File: config.mk
export PLATFORM = sky130hd
export DESIGN_NAME = sort_result_overlay
export DESIGN_NICKNAME = d
export VERILOG_FILES = /design/src/rtl/sort_result_overlay.sv
export SDC_FILE = /design/constraint.sdc
export NUM_CORES = 1
export LEC_CHECK = 0
export ABC_AREA = 1
export CAP_MARGIN = 15
export CELL_PAD_IN_SITES_DETAIL_PLACEMENT = 0
export CELL_PAD_IN_SITES_GLOBAL_PLACEMENT = 2
export CORE_MARGIN = 3
export CORE_UTILIZATION = 28
export CTS_CLUSTER_DIAMETER = 40
export DETAILED_ROUTE_END_ITERATION = 10
export PLACE_DENSITY_LB_ADDON = 0.3
export SYNTH_ARGS = -nofsm -noshare
export SYNTH_HDL_FRONTEND = slang
export SYNTH_SLANG_ARGS = --single-unit
File: constraint.sdc
create_clock -name pixelclk -period 1.8 [get_ports pixelclk]
set_clock_uncertainty 0.15 [all_clocks]
set_input_delay 0.18 -clock pixelclk [delete_from_list [all_inputs] [get_ports pixelclk]]
set_output_delay 0.18 -clock pixelclk [all_outputs]
set_load 0.03 [all_outputs]
File: src/rtl/sort_result_overlay.sv
// ---------------------------------------------------------------------------
// sort_result_overlay : frame-rate class debouncer and 16-cell indicator strip
// Revision 1.0
// ---------------------------------------------------------------------------
`default_nettype none

module sort_result_overlay #(
  parameter int          STABLE_FRAMES = 4,
  parameter int          CELL_W        = 16,
  parameter int          BAR_H         = 16,
  parameter logic [23:0] HL_RGB        = 24'h00FF00,
  parameter logic [23:0] DIV_RGB       = 24'hFFFFFF
) (
  input  logic        pixelclk,
  input  logic        reset_n,
  input  logic [23:0] i_rgb,
  input  logic        i_hsync,
  input  logic        i_vsync,
  input  logic        i_de,
  input  logic [3:0]  sort,
  output logic [23:0] o_rgb,
  output logic        o_hsync,
  output logic        o_vsync,
  output logic        o_de,
  output logic [3:0]  stable_sort,
  output logic        sort_valid
);

  localparam logic [3:0]  STABLE_N = 4'(STABLE_FRAMES);
  localparam logic [11:0] CELL_WL  = 12'(CELL_W);
  localparam logic [12:0] STRIP_W  = 13'(16 * CELL_W);
  localparam logic [10:0] BAR_HL   = 11'(BAR_H);

  typedef enum logic [0:0] {
    ST_WAIT = 1'b0,
    ST_RUN  = 1'b1
  } state_t;

  state_t      state;
  state_t      state_nxt;
  logic        sample_now;

  logic        fs;
  logic        de_fall;

  logic [3:0]  smp;
  logic        smp_vld;
  logic [3:0]  cand;
  logic [3:0]  cnt;
  logic [3:0]  cand_nxt;
  logic [3:0]  cnt_nxt;
  logic        accept;

  logic [11:0] x;
  logic [10:0] y;
  logic        strip_en;
  logic        in_strip;
  logic [11:0] cell_idx;
  logic [11:0] cell_off;
  logic [23:0] pix_nxt;

  // o_vsync / o_de double as the 1-cycle delayed copies used for edge detection
  assign fs      = i_vsync & ~o_vsync;
  assign de_fall = o_de & ~i_de;

  always_ff @(posedge pixelclk) begin
    if (!reset_n) begin
      state <= ST_WAIT;
    end else begin
      state <= state_nxt;
    end
  end

  always_comb begin
    state_nxt  = state;
    sample_now = 1'b0;
    case (state)
      ST_WAIT: begin
        if (fs) begin
          state_nxt = ST_RUN;
        end
      end
      ST_RUN: begin
        sample_now = fs;
      end
      default: begin
        state_nxt = ST_WAIT;
      end
    endcase
  end

  always_ff @(posedge pixelclk) begin
    if (!reset_n) begin
      smp     <= 4'd0;
      smp_vld <= 1'b0;
    end else begin
      smp_vld <= sample_now;
      if (sample_now) begin
        smp <= sort;
      end
    end
  end

  always_comb begin
    cand_nxt = cand;
    cnt_nxt  = cnt;
    if (smp == cand) begin
      cnt_nxt = (cnt == 4'hF) ? 4'hF : cnt + 4'd1;
    end else begin
      cand_nxt = smp;
      cnt_nxt  = 4'd1;
    end
    accept = (cnt_nxt >= STABLE_N);
  end

  always_ff @(posedge pixelclk) begin
    if (!reset_n) begin
      cand        <= 4'd0;
      cnt         <= 4'd0;
      stable_sort <= 4'd0;
      sort_valid  <= 1'b0;
    end else if (smp_vld) begin
      cand <= cand_nxt;
      cnt  <= cnt_nxt;
      if (accept) begin
        stable_sort <= cand_nxt;
        sort_valid  <= |cand_nxt;
      end
    end
  end

  always_ff @(posedge pixelclk) begin
    if (!reset_n) begin
      x <= 12'd0;
    end else if (i_de) begin
      if (x != 12'hFFF) begin
        x <= x + 12'd1;
      end
    end else begin
      x <= 12'd0;
    end
  end

  // strip_en keeps the strip off until y has been re-aligned by a frame start
  always_ff @(posedge pixelclk) begin
    if (!reset_n) begin
      y        <= 11'd0;
      strip_en <= 1'b0;
    end else if (fs) begin
      y        <= 11'd0;
      strip_en <= 1'b1;
    end else if (de_fall && (y != 11'h7FF)) begin
      y <= y + 11'd1;
    end
  end

  always_comb begin
    cell_idx = x / CELL_WL;
    cell_off = x % CELL_WL;
    in_strip = i_de & strip_en & (y < BAR_HL) & ({1'b0, x} < STRIP_W);
    pix_nxt  = i_rgb;
    if (in_strip) begin
      if (cell_off == 12'd0) begin
        pix_nxt = DIV_RGB;
      end else if (sort_valid && (cell_idx == {8'd0, stable_sort})) begin
        pix_nxt = HL_RGB;
      end
    end
  end

  always_ff @(posedge pixelclk) begin
    if (!reset_n) begin
      o_rgb   <= 24'd0;
      o_hsync <= 1'b0;
      o_vsync <= 1'b0;
      o_de    <= 1'b0;
    end else begin
      o_rgb   <= pix_nxt;
      o_hsync <= i_hsync;
      o_vsync <= i_vsync;
      o_de    <= i_de;
    end
  end

endmodule

`default_nettype wire

==> results.py <==
metrics = {
    "setup_path": {
        "critPathKind": "flip-flop to output pin",
        "endpoint_kind": "output pin",
        "timing.rr.start": "cnt[0]$_SDFFE_PN0P_",
        "cpMaxStageDelayCell": "clkdlybuf4s50_1",
        "cp-start-kind": "flip-flop",
        "cp_top_family": "buffers and inverters",
        "regToRegEndpoint": "stable_sort[3]$_SDFFE_PN0P_",
        "worstRegToRegCells": 10,
        "crit_arrival_ps": 1410,
        "r2r_slack_ps": 170,
        "crit_chain": "clkdlybuf4s50_1",
        "slowest_delay_ps": 690,
        "crit_fanout": 3,
        "crit_buf_inv": 1,
        "cp.required_ps": 1470,
    },
    "global_route": {
        "antenna_found_initial": 0,
        "grt_pass1_wl_mm": 11.9,
        "grt_max_degree": 25,
        "grt-ovfl-total": 0,
        "grt_pass1_vias": 2506,
        "grt_usage_pct": 12.7,
    },
    "clock_tree": {
        "htreeDepth": 3,
        "cts_made_buffers": 9,
        "cts_sinks": 70,
        "ctsRootBufferMaster": "clkbuf_8",
        "clk_pin_slew_worst_paths_ps": 80,
        "cts_tree": "yes",
        "insertion_delay_ps": 340,
        "clock_path_buffers": 2,
        "postCtsSetupRepairBufs": 0,
        "holdBufCountCts": 0,
    },
    "cells_and_area": {
        "num_antenna_cells": 0,
        "nNetsFinal": 528,
        "design_area_um2": 4120,
        "drive_gt1_share_pct": 10.3,
        "synthToLayoutAreaGrowth_pct": 37.1,
    },
    "worst_hold_path": {
        "hold_start": "i_hsync",
        "min_path_type": "input pin to flip-flop",
        "whs_path_depth": 3,
        "min_to": "o_hsync$_SDFF_PN0_",
    },
    "logic_synthesis": {
        "async_flop_share_pct": 0,
        "synth_edf_count": 0,
        "seq_area_frac_synth_pct": 46.7,
        "yosys_most_used_dff": "dfxtp_1",
        "syn_nets": 445,
        "netlist_area_um2": 3000,
        "syn_inst": 408,
        "ys_types": 32,
        "avgSynthCellArea_um2": 7.36,
        "yosys_warnings": 0,
        "ys_ff_latch": 70,
    },
    "timing": {
        "min_period_over_period_pct": 96.8,
        "rsz0062_at_grt": "no",
        "fmax_mhz": 574,
        "period_minus_slack_ps": 1740,
        "setup_tns_ps": 0,
        "finalSetupViolCount": 0,
        "finalHoldViolCount": 0,
        "slew-limit-headroom_pct": 71.9,
        "fin_hold_ws_ps": 216,
        "worst_slack_ps": 57.9,
        "finalMaxSlewViolations": 0,
        "tightest_slew_ps": 419,
    },
    "floorplan": {
        "boundaryPins": 65,
        "die_w_um": 110,
        "die-area_um2": 12000,
        "die_y_um": 110,
        "initial_core_util_pct": 29.0,
        "core_um2": 10400,
        "num_rows": 37,
    },
    "routing": {
        "avgViaCountPerCell": 4.46,
        "drt_wl_total_mm": 7.59,
        "drc": 0,
        "routedWlPerCell_um": 12.0,
        "ant_nets": 0,
        "drtIter0Drc": 126,
        "vias": 2818,
        "drt_pass1_iterations": 4,
    },
    "placed_design": {
        "placed_cell_area_um2": 3910,
        "port_buffers": 64,
        "gp_congestion": 0.771,
        "place_ws_ps": -14.3,
        "place_hpwl_mm": 5.63,
    },
    "job": {
        "cap_violations": 0,
    },
    "power_and_ir_drop": {
        "vdd_drop_max_uv": 395,
        "leakage_nw": 1.75,
        "powerDensity_nw_per_um2": 805,
    },
    "run_status": {
        "status": "complete, no violations",
    },
}
==> kinds of logic after synthesis <==
family	share of synthesized area, %
simple gates	28.9
compound gates	12.4
flops	46.7
buf+inv	9.21
xor+xnor	1.17
fa+ha+maj	1.67
==> layer usage <==
layer	global-route usage [%]	vias up	part of all wire, %
li1	-	1468	-
met1	16.8	1282	47
met2	20.0	57	47
met3	2.41	11	3.5
met4	5.97	0	2.2
met5	0	-	0
==> power by group <==
| group | switching [mW] | total, mW | internal (mW) | leakage (nW) |
|---|---|---|---|---|
| clock | 0.618 | 1.29 | 0.673 | 0.102 |
| sequential | 0.0244 | 1.63 | 1.60 | 0.574 |
| combinational | 0.204 | 0.394 | 0.189 | 1.07 |
==> through the flow <==
step	util, %	instances	total power, mW
finish	39.7	632	3.31
global route	39.7	632	3.46
CTS	39.6	632	3.36
detailed placement	37.7	616	2.06
global placement	37.7	616	2.06
floorplan	-	408	1.86
==> Yosys cell counts (4+ instances only) <==
cell type / count / share of area, %
inv_2: 5 / 0.63
inv_1: 50 / 6.3
dfxtp_1: 70 / 47
o21ai_0: 17 / 2.8
nand3b_1: 10 / 2.5
nand3_1: 22 / 3.7
nor2_1: 40 / 5.0
nand4_1: 6 / 1.3
a21oi_1: 45 / 7.5
nand2_1: 97 / 12
clkbuf_1: 4 / 0.50
ha_1: 4 / 1.7
nor3_1: 4 / 0.67
==> registers in the layout, indices dropped and copies added (netlist names) <==
signal / cells
smp_vld: 1
x: 12
state: 1
stable_sort: 4
smp: 4
cand: 4
o_rgb: 24
strip_en: 1
y: 11
o_hsync: 1
sort_valid: 1
o_de: 1
o_vsync: 1
cnt: 4
==> layout make-up <==
type / count / area (um^2)
fillers: 1131 / 6250
flip-flops and latches: 70 / 1400
multi-input cells: 272 / 1330
repair buffers: 83 / 808
inverters: 55 / 206
well taps: 136 / 170
clock buffers: 10 / 138
clock inverters: 6 / 61.3
==> placed cells by master (no fill, tap or decap), types with 2 or more instances in the layout <==
cell type        netlist  final
clkbuf_8               0     10
xor2_1                 3      3
nand4_1                6      6
or2_2                  2      2
nand2_2                3      3
buf_4                  3     17
dfxtp_1               70     70
ha_1                   4      4
nor3_1                 4      4
a21oi_1               45     45
o21ai_0               17     17
a31oi_1                3      3
inv_1                 50     50
clkinv_2               0      3
buf_12                 0      2
inv_2                  5      5
nand2_1               97     97
nor2_4                 3      3
o211ai_1               2      2
clkdlybuf4s50_1        0     64
nand3b_1              10     10
nor2_1                40     40
nand3_1               22     22
==> worst max path at each step <==
stage / from / endpoint / slack (ps) / cells past startpoint
2_1_floorplan: stable_sort[3]$_SDFFE_PN0P_ / o_rgb[5]$_SDFF_PN0_ / 230 / 8
3_3_place_gp: i_de / o_rgb[7]$_SDFF_PN0_ / 10 / 6
3_5_place_dp: i_de / o_rgb[17]$_SDFF_PN0_ / -10 / 6
4_1_cts: stable_sort[2]$_SDFFE_PN0P_ / stable_sort[2] / 20 / 1
5_1_grt: cnt[0]$_SDFFE_PN0P_ / stable_sort[3]$_SDFFE_PN0P_ / 0.2 / 10
6_report: stable_sort[2]$_SDFFE_PN0P_ / stable_sort[2] / 60 / 1
==> what timing repair did <==
| action | CTS | global route |
|---|---|---|
| endpoints found under the setup margin | 0 | 2 |
| endpoints found under the hold margin | 0 | 0 |
| gates resized for setup | 0 | 1 |
Note: power is estimated with default switching activity, not from simulation.
